$ cat config.mk
export PLATFORM = sky130hd
export DESIGN_NAME = mcpu_ctrl_flat
export DESIGN_NICKNAME = d
export VERILOG_FILES = /design/src/rtl/mcpu_ctrl_if.sv /design/src/rtl/mcpu_ctrl.sv /design/src/flat_wrapper.sv
export SDC_FILE = /design/constraint.sdc
export NUM_CORES = 1
export LEC_CHECK = 0
export BUFFER_PORTS_ARGS = -buffer_cell sky130_fd_sc_hd__buf_2
export CORE_ASPECT_RATIO = 0.7
export CORE_UTILIZATION = 35
export CTS_BUF_LIST = sky130_fd_sc_hd__clkbuf_4
export DETAILED_ROUTE_END_ITERATION = 10
export PLACE_DENSITY_LB_ADDON = 0.15
export SLEW_MARGIN = 20
export SYNTH_ARGS = -nofsm -noshare
export SYNTH_HDL_FRONTEND = slang
export SYNTH_SLANG_ARGS = --single-unit
$ cat constraint.sdc
create_clock -name clk -period 1.7 [get_ports clk]
set_clock_uncertainty 0.1 [all_clocks]
set_input_delay 0.255 -clock clk [delete_from_list [all_inputs] [get_ports clk]]
set_output_delay 0.255 -clock clk [all_outputs]
set_load 0.1 [all_outputs]
$ cat src/rtl/mcpu_ctrl_if.sv
// Control/datapath bundle between the multi-cycle MIPS control unit
// and MDPath: IR + memory ready in, every enable/select/debug out.
interface mcpu_ctrl_if;
   logic [31:0] Inst_in;
   logic        MIO_ready;
   logic        MemRead;
   logic        MemWrite;
   logic        CPU_MIO;
   logic        IorD;
   logic        IRWrite;
   logic        PCWrite;
   logic        PCWriteCond;
   logic        Beq;
   logic [1:0]  PCSource;
   logic        ALUSrcA;
   logic [1:0]  ALUSrcB;
   logic        ImmZext;
   logic [2:0]  ALU_Control;
   logic        RegWrite;
   logic [1:0]  RegDst;
   logic [1:0]  MemtoReg;
   logic        illegal;
   logic [3:0]  state_out;

   modport master (
      input  Inst_in, MIO_ready,
      output MemRead, MemWrite, CPU_MIO, IorD, IRWrite,
             PCWrite, PCWriteCond, Beq, PCSource,
             ALUSrcA, ALUSrcB, ImmZext, ALU_Control,
             RegWrite, RegDst, MemtoReg, illegal, state_out
   );

   modport slave (
      output Inst_in, MIO_ready,
      input  MemRead, MemWrite, CPU_MIO, IorD, IRWrite,
             PCWrite, PCWriteCond, Beq, PCSource,
             ALUSrcA, ALUSrcB, ImmZext, ALU_Control,
             RegWrite, RegDst, MemtoReg, illegal, state_out
   );
endinterface

$ cat src/rtl/mcpu_ctrl.sv
// Multi-cycle MIPS control FSM: sequences IF/ID/EX/MEM/WB and drives
// MDPath. Ports: clk, rst_n (async, active-low), bus (master modport).
module mcpu_ctrl (
   input  logic             clk,
   input  logic             rst_n,
   mcpu_ctrl_if.master      bus
);

   typedef enum logic [3:0] {
      S_IF  = 4'd0,  S_ID  = 4'd1,  S_MA  = 4'd2,  S_MR  = 4'd3,
      S_LWB = 4'd4,  S_MW  = 4'd5,  S_RX  = 4'd6,  S_RWB = 4'd7,
      S_BR  = 4'd8,  S_J   = 4'd9,  S_IX  = 4'd10, S_IWB = 4'd11,
      S_JAL = 4'd12, S_JR  = 4'd13, S_ERR = 4'd14
   } state_t;

   state_t     r_state;
   state_t     w_next;
   logic [5:0] w_op;
   logic [5:0] w_fn;
   logic [2:0] w_r_alu;
   logic       w_r_ok;
   logic [2:0] w_i_alu;
   logic       w_i_zext;
   logic       w_unused;

   assign w_op     = bus.Inst_in[31:26];
   assign w_fn     = bus.Inst_in[5:0];
   assign w_unused = ^bus.Inst_in[25:6];

   // R-type funct -> ALU op; w_r_ok low means an unsupported funct
   always_comb begin
      w_r_alu = 3'b010;
      w_r_ok  = 1'b1;
      case (w_fn)
         6'h20:   w_r_alu = 3'b010;
         6'h22:   w_r_alu = 3'b110;
         6'h24:   w_r_alu = 3'b000;
         6'h25:   w_r_alu = 3'b001;
         6'h26:   w_r_alu = 3'b011;
         6'h27:   w_r_alu = 3'b100;
         6'h2A:   w_r_alu = 3'b111;
         default: w_r_ok  = 1'b0;
      endcase
   end

   // Immediate ALU op, shared by IX and IWB so the result stays stable
   always_comb begin
      w_i_alu  = 3'b010;
      w_i_zext = 1'b0;
      case (w_op)
         6'h0A: w_i_alu = 3'b111;
         6'h0C: begin w_i_alu = 3'b000; w_i_zext = 1'b1; end
         6'h0D: begin w_i_alu = 3'b001; w_i_zext = 1'b1; end
         6'h0E: begin w_i_alu = 3'b011; w_i_zext = 1'b1; end
         default: ;
      endcase
   end

   always_ff @(posedge clk or negedge rst_n) begin
      if (!rst_n) r_state <= S_IF;
      else        r_state <= w_next;
   end

   always_comb begin
      w_next          = S_IF;
      bus.MemRead     = 1'b0;
      bus.MemWrite    = 1'b0;
      bus.CPU_MIO     = 1'b0;
      bus.IorD        = 1'b0;
      bus.IRWrite     = 1'b0;
      bus.PCWrite     = 1'b0;
      bus.PCWriteCond = 1'b0;
      bus.Beq         = 1'b0;
      bus.PCSource    = 2'b00;
      bus.ALUSrcA     = 1'b0;
      bus.ALUSrcB     = 2'b00;
      bus.ImmZext     = 1'b0;
      bus.ALU_Control = 3'b010;
      bus.RegWrite    = 1'b0;
      bus.RegDst      = 2'b00;
      bus.MemtoReg    = 2'b00;
      bus.illegal     = 1'b0;
      case (r_state)
         S_IF: begin
            bus.MemRead = 1'b1;
            bus.CPU_MIO = 1'b1;
            bus.ALUSrcB = 2'b01;
            // IR and PC+4 commit only in the cycle memory delivers
            bus.IRWrite = bus.MIO_ready;
            bus.PCWrite = bus.MIO_ready;
            w_next      = bus.MIO_ready ? S_ID : S_IF;
         end
         S_ID: begin
            // Precompute branch target into ALUOut
            bus.ALUSrcB = 2'b11;
            case (w_op)
               6'h23, 6'h2B: w_next = S_MA;
               6'h00:        w_next = (w_fn == 6'h08) ? S_JR : S_RX;
               6'h04, 6'h05: w_next = S_BR;
               6'h02:        w_next = S_J;
               6'h03:        w_next = S_JAL;
               6'h08, 6'h0A, 6'h0C,
               6'h0D, 6'h0E, 6'h0F: w_next = S_IX;
               default:      w_next = S_ERR;
            endcase
         end
         S_MA: begin
            bus.ALUSrcA = 1'b1;
            bus.ALUSrcB = 2'b10;
            w_next      = (w_op == 6'h23) ? S_MR : S_MW;
         end
         S_MR: begin
            bus.MemRead = 1'b1;
            bus.CPU_MIO = 1'b1;
            bus.IorD    = 1'b1;
            w_next      = bus.MIO_ready ? S_LWB : S_MR;
         end
         S_LWB: begin
            bus.RegWrite = 1'b1;
            bus.MemtoReg = 2'b01;
         end
         S_MW: begin
            bus.MemWrite = 1'b1;
            bus.CPU_MIO  = 1'b1;
            bus.IorD     = 1'b1;
            w_next       = bus.MIO_ready ? S_IF : S_MW;
         end
         S_RX: begin
            bus.ALUSrcA     = 1'b1;
            bus.ALU_Control = w_r_alu;
            w_next          = w_r_ok ? S_RWB : S_ERR;
         end
         S_RWB: begin
            bus.RegWrite = 1'b1;
            bus.RegDst   = 2'b01;
         end
         S_BR: begin
            bus.ALUSrcA     = 1'b1;
            bus.ALU_Control = 3'b110;
            bus.PCWriteCond = 1'b1;
            bus.PCSource    = 2'b01;
            bus.Beq         = (w_op == 6'h04);
         end
         S_J: begin
            bus.PCWrite  = 1'b1;
            bus.PCSource = 2'b10;
         end
         S_JAL: begin
            // PC already holds the return address (fetch added 4)
            bus.PCWrite  = 1'b1;
            bus.PCSource = 2'b10;
            bus.RegWrite = 1'b1;
            bus.RegDst   = 2'b10;
            bus.MemtoReg = 2'b11;
         end
         S_JR: begin
            bus.PCWrite  = 1'b1;
            bus.PCSource = 2'b11;
         end
         S_IX: begin
            bus.ALUSrcA     = 1'b1;
            bus.ALUSrcB     = 2'b10;
            bus.ALU_Control = w_i_alu;
            bus.ImmZext     = w_i_zext;
            w_next          = S_IWB;
         end
         S_IWB: begin
            bus.RegWrite    = 1'b1;
            bus.MemtoReg    = (w_op == 6'h0F) ? 2'b10 : 2'b00;
            bus.ALU_Control = w_i_alu;
            bus.ImmZext     = w_i_zext;
         end
         S_ERR: begin
            bus.illegal = 1'b1;
         end
         default: w_next = S_IF;
      endcase
   end

   assign bus.state_out = r_state;

endmodule

$ cat src/flat_wrapper.sv
// flat-port wrapper written by rule: the top's interface ports become plain ports
module mcpu_ctrl_flat 
  (clk, rst_n, bus_Inst_in, bus_MIO_ready, bus_MemRead, bus_MemWrite, bus_CPU_MIO, bus_IorD, bus_IRWrite, bus_PCWrite, bus_PCWriteCond, bus_Beq, bus_PCSource, bus_ALUSrcA, bus_ALUSrcB, bus_ImmZext, bus_ALU_Control, bus_RegWrite, bus_RegDst, bus_MemtoReg, bus_illegal, bus_state_out);
  mcpu_ctrl_if bus_i ();
  input  logic clk;
  input  logic rst_n;
  input wire logic [$bits(bus_i.Inst_in)-1:0] bus_Inst_in;
  input wire logic [$bits(bus_i.MIO_ready)-1:0] bus_MIO_ready;
  output wire logic [$bits(bus_i.MemRead)-1:0] bus_MemRead;
  output wire logic [$bits(bus_i.MemWrite)-1:0] bus_MemWrite;
  output wire logic [$bits(bus_i.CPU_MIO)-1:0] bus_CPU_MIO;
  output wire logic [$bits(bus_i.IorD)-1:0] bus_IorD;
  output wire logic [$bits(bus_i.IRWrite)-1:0] bus_IRWrite;
  output wire logic [$bits(bus_i.PCWrite)-1:0] bus_PCWrite;
  output wire logic [$bits(bus_i.PCWriteCond)-1:0] bus_PCWriteCond;
  output wire logic [$bits(bus_i.Beq)-1:0] bus_Beq;
  output wire logic [$bits(bus_i.PCSource)-1:0] bus_PCSource;
  output wire logic [$bits(bus_i.ALUSrcA)-1:0] bus_ALUSrcA;
  output wire logic [$bits(bus_i.ALUSrcB)-1:0] bus_ALUSrcB;
  output wire logic [$bits(bus_i.ImmZext)-1:0] bus_ImmZext;
  output wire logic [$bits(bus_i.ALU_Control)-1:0] bus_ALU_Control;
  output wire logic [$bits(bus_i.RegWrite)-1:0] bus_RegWrite;
  output wire logic [$bits(bus_i.RegDst)-1:0] bus_RegDst;
  output wire logic [$bits(bus_i.MemtoReg)-1:0] bus_MemtoReg;
  output wire logic [$bits(bus_i.illegal)-1:0] bus_illegal;
  output wire logic [$bits(bus_i.state_out)-1:0] bus_state_out;
  assign bus_i.Inst_in = bus_Inst_in;
  assign bus_i.MIO_ready = bus_MIO_ready;
  assign bus_MemRead = bus_i.MemRead;
  assign bus_MemWrite = bus_i.MemWrite;
  assign bus_CPU_MIO = bus_i.CPU_MIO;
  assign bus_IorD = bus_i.IorD;
  assign bus_IRWrite = bus_i.IRWrite;
  assign bus_PCWrite = bus_i.PCWrite;
  assign bus_PCWriteCond = bus_i.PCWriteCond;
  assign bus_Beq = bus_i.Beq;
  assign bus_PCSource = bus_i.PCSource;
  assign bus_ALUSrcA = bus_i.ALUSrcA;
  assign bus_ALUSrcB = bus_i.ALUSrcB;
  assign bus_ImmZext = bus_i.ImmZext;
  assign bus_ALU_Control = bus_i.ALU_Control;
  assign bus_RegWrite = bus_i.RegWrite;
  assign bus_RegDst = bus_i.RegDst;
  assign bus_MemtoReg = bus_i.MemtoReg;
  assign bus_illegal = bus_i.illegal;
  assign bus_state_out = bus_i.state_out;
  mcpu_ctrl u_core (.clk(clk), .rst_n(rst_n), .bus(bus_i));
endmodule
==> reports/metrics.csv, run 1 <==
stage;metric;value;unit
yosys;yosys-top-cells-count;nor2_1 (20), nand2_1 (11), nor2b_1 (8), o21ai_0 (8);
placed_design;portBuffers;41;
yosys;ys_warn_count;0;
yosys;synth_area;799.5;um^2
die;num_io_pins;62;
outcome;status;did not finish;
clock_tree;numCtsBuffers;3;
clock_tree;cts.repair.resized;41;
yosys;yosys-top-cells-area;dfrtp_1 (13%), nor2_1 (9.4%), nor2b_1 (6.3%);
clock_tree;cts_root_buffer;clkbuf_4;
outcome;stop_stage;clock tree synthesis (4_1_cts);
yosys;synth_top_area_share;12.52;%
yosys;synthCells;124;
yosys;ys_async_sr_fraction;100.0;%
clock_tree;clock_sinks;4;
yosys;seq_area_frac_synth;12.52;%
yosys;synthesis.nets;159;
placed_design;routabilityCongestion;0.8857;
die;die_h;41.99;um
placed_design;hpwlAfterDp;2.854;mm
yosys;ys_types;42;
die;start_util;37.11;%
clock_tree;hold_buffers;1;
yosys;yosys.area.top_type;dfrtp_1;
yosys;synthMostInstantiatedCell;nor2_1;
yosys;ys_ff_latch;4;
clock_tree;cts_setup_buffers;15;
yosys;synth_edf_count;0;
yosys;syn_area_per_cell;6.448;um^2
die;num_rows;14;
clock_tree;htree_levels;1;
yosys;synth_ff_type;dfrtp_1;
clock_tree;cts_buffer_depth;2;
outcome;error;[ERROR DPL-0038] Utilization greater than 100%, impossible to legalize;
die;fp.dieW;59.13;um
-- per-stage QoR --
step / std cells / worst slack, ns / cell area [um^2] / hold slack, ns / util (%)
after floorplan: 124 / -0.7360 / 1151 / -0.1406 / -
after detailed placement: 219 / -0.2796 / 1901 / -0.03647 / 88.21
after global placement: 219 / -0.2504 / 1901 / -0.04067 / 88.21
-- cells by family after synthesis --
kind of cell              Yosys count  synth area share [%]
DFF                                 4                 12.52
muxes                               2                 2.504
AOI/OAI and AO/OA                  29                 23.63
and+or+nand+nor                    74                 51.02
xor gates and xnor gates            3                 3.287
buffers and inverters              12                 7.042
==> run 2, diff against run 1 <==
--- a/config.mk
+++ b/config.mk
@@ -6,9 +6,7 @@
 export NUM_CORES = 1
 export LEC_CHECK = 0
 export BUFFER_PORTS_ARGS = -buffer_cell sky130_fd_sc_hd__buf_2
-export CORE_ASPECT_RATIO = 0.7
-export CORE_UTILIZATION = 35
-export CTS_BUF_LIST = sky130_fd_sc_hd__clkbuf_4
+export CORE_UTILIZATION = 20
 export DETAILED_ROUTE_END_ITERATION = 10
 export PLACE_DENSITY_LB_ADDON = 0.15
 export SLEW_MARGIN = 20
==> constraint.sdc (replaced) <==
create_clock -name clk -period 2.2 [get_ports clk]
set_clock_uncertainty 0.1 [all_clocks]
set_input_delay 0.33 -clock clk [delete_from_list [all_inputs] [get_ports clk]]
set_output_delay 0.33 -clock clk [all_outputs]
set_load 0.1 [all_outputs]
==> reports/metrics.csv, run 2 <==
stage;metric;value;unit;change
outcome;status;finished, final reports clean;;
layout;layout_commonest_cell;buf_2;;
global_routing;grt_first_pass_wirelength;4.678;mm;
setup_path;arrival;1.75;ns;
die;start_util;21.36;%;-16 points
yosys;synthesis.nets;159;;unchanged
timing;fmax;0.4595;GHz;
timing;slew_headroom;63.93;%;
placed_design;dp.cells;211;;-3.7%
yosys;synth_ff_type;dfrtp_1;;
route;detail-route-antenna-nets;0;;
timing;fin_crit_sh;98.92;%;
global_routing;first_global_vias;1061;;
die;dieArea;4254;um^2;
timing;timing_hold_violations_final;0;;
setup_path;cp_num_buf_inv;1;;
yosys;ys_warn_count;0;;unchanged
die;coreArea;3744;um^2;
timing;slew_violations;0;;
timing;worst_pin_slew;0.5274;ns;
setup_path;cp-end-kind;output pin;;
clock_tree;cts_buffer_depth;2;;unchanged
yosys;synth_edf_count;0;;unchanged
layout;nNetsFinal;204;;
die;num_io_pins;62;;unchanged
yosys;yosys-top-cells-area;dfrtp_1 (13%), nor2_1 (9.4%), nor2b_1 (6.3%);;
timing;min_period;2.176;ns;
timing;rsz0062_at_grt;true;;
layout;final_cell_area;1593;um^2;
setup_path;critPathTopFamily;simple AND/OR/NAND/NOR gates;;
setup_path;worstPathCellList;nor2b_4 -> nand3_1 -> or4b_4 -> nand3_4 -> buf_12;;
die;num_rows;22;;+8
yosys;ys_ff_latch;4;;unchanged
placed_design;hpwlAfterDp;2.232;mm;-22%
clock_tree;worstSkewPairLatency;0.22;ns;
clock_tree;cts_tree;yes;;
layout;layout-drive-gt1-share;52.69;%;
timing;finalSetupViolations;0;;
setup_path;slowest_delay;0.52;ns;
setup_path;start_kind;flop;;
global_routing;grt_start_max_net_pins;26;;
clock_tree;cts_root_buffer;clkbuf_8;;
yosys;ys_async_sr_fraction;100.0;%;unchanged
route;drtIter0Drc;46;;
global_routing;antenna_found_initial;0;;
global_routing;grt-ovfl-total;0;;
yosys;synthMostInstantiatedCell;nor2_1;;
route;via_per_inst;4.972;;
route;vias;1069;;
clock_tree;clock_sinks;4;;unchanged
clock_tree;clk_pin_slew;0.03;ns;
die;die_h;65.23;um;+55%
yosys;yosys-top-cells-count;nor2_1 (20), nand2_1 (11), nor2b_1 (8), o21ai_0 (8);;
setup_path;crit_path_top_delay_cell;or4b_4;;
yosys;synth_area;799.5;um^2;unchanged
route;firstDrtPassIters;4;;
yosys;yosys.area.top_type;dfrtp_1;;
setup_path;path_max_fanout;2;;
placed_design;portBuffers;41;;unchanged
placed_design;routabilityCongestion;0.8348;;-5.7%
yosys;seq_area_frac_synth;12.52;%;unchanged
layout;final_cells;215;;
route;drt_wl_total;2.830;mm;
layout;most-common-layout-cells;buf_2 (24), buf_12 (17), nor2_1 (11);;
layout;diodes;0;;
global_routing;grt.total_usage;13.78;%;
yosys;synth_top_area_share;12.52;%;unchanged
route;routedWlPerCell;13.16;um;
layout;area_delta_synth_final;99.22;%;
clock_tree;numCtsBuffers;3;;unchanged
setup_path;critPathKind;reg2out;;
yosys;syn_area_per_cell;6.448;um^2;unchanged
placed_design;placed_area;1506;um^2;-21%
worst_hold_path;min_path_type;in2async;;
yosys;ys_types;42;;unchanged
setup_path;cp.required;1.77;ns;
yosys;synthCells;124;;unchanged
die;fp.dieW;65.23;um;+10%
route;drc;0;;
flow_run;max-cap-violations;0;;
clock_tree;htree_levels;1;;unchanged
layout;largest_reg_flops;4;;
run 2: cell counts after synthesis:
Identical to the previous run, type by type.
run 2: worst paths after layout:
check / from / endpoint / slack, ns / cells past startpoint
min in group clk: bus_Inst_in[30] / u_core.bus.state_out[2]$_DFF_PN0_ / 0.45 / 4
min: rst_n / u_core.bus.state_out[3]$_DFF_PN0_ / 0.35 / 2
max reg2reg: u_core.bus.state_out[0]$_DFF_PN0_ / u_core.bus.state_out[0]$_DFF_PN0_ / 0.32 / 4
max: u_core.bus.state_out[2]$_DFF_PN0_ / bus_ALU_Control[2] / 0.02 / 5
max in group asynchronous: rst_n / u_core.bus.state_out[1]$_DFF_PN0_ / 1.51 / 2
min reg2reg: u_core.bus.state_out[3]$_DFF_PN0_ / u_core.bus.state_out[2]$_DFF_PN0_ / 0.59 / 2
run 2: worst register-to-register path: stages, from the launching register on:
cell and delay [ns]:
dfrtp_4 0.57, nor2b_2 0.34, nand2_1 0.17, or4_1 0.50, o211ai_1 0.11
run 2: final cells by class:
type                       instances  area (um^2)
sequential                         4        115.1
inverter                           3        15.01
multi-input combinational        108        838.3
fill                             397         2151
timing repair buffer              49        523.0
clock buffer                       3        41.29
tap                               48        60.06
run 2: repair_timing:
action | CTS | global route
endpoints found under the setup margin | 2 | 6
hold buffers | 1 | 0
endpoints found under the hold margin | 4 | 0
cloned | 0 | 0
gates resized for setup | 4 | 7
setup buffers | 0 | 0
run 2: cells by family (layout without fill, tap and decap cells):
group | Yosys count | after routing | synth area share (%)
compound gates | 29 | 29 | 23.63
mux | 2 | 2 | 2.504
simple gates | 74 | 74 | 51.02
xor+xnor | 3 | 3 | 3.287
buf+inv | 12 | 55 | 7.042
flops | 4 | 4 | 12.52
run 2: routing by layer:
metal	up-vias	GRT usage, %	part of all wire, %
met4	0	3.804	0.85
li1	536	-	-
met1	498	17.41	44
met2	33	23.45	50
met3	2	2.778	5.0
met5	-	0	0
run 2: metrics by stage:
| step | setup TNS [ns] | utilization, % | setup WS, ns | hold WS (ns) |
|---|---|---|---|---|
| after floorplan | -1.570 | - | -0.3111 | -0.06557 |
| after global placement | 0 | 40.24 | 0.01245 | 0.03385 |
| after detailed placement | 0 | 40.24 | 0.01549 | 0.03994 |
| after CTS | -0.003363 | 41.98 | -0.003363 | 0.3444 |
| after global routing | -0.04121 | 42.55 | -0.02505 | 0.3481 |
| final | 0 | 42.55 | 0.02385 | 0.3471 |
Power of run 2 is not shown: default switching activity piles up to over one toggle a cycle in this logic, so the estimate is an artifact.
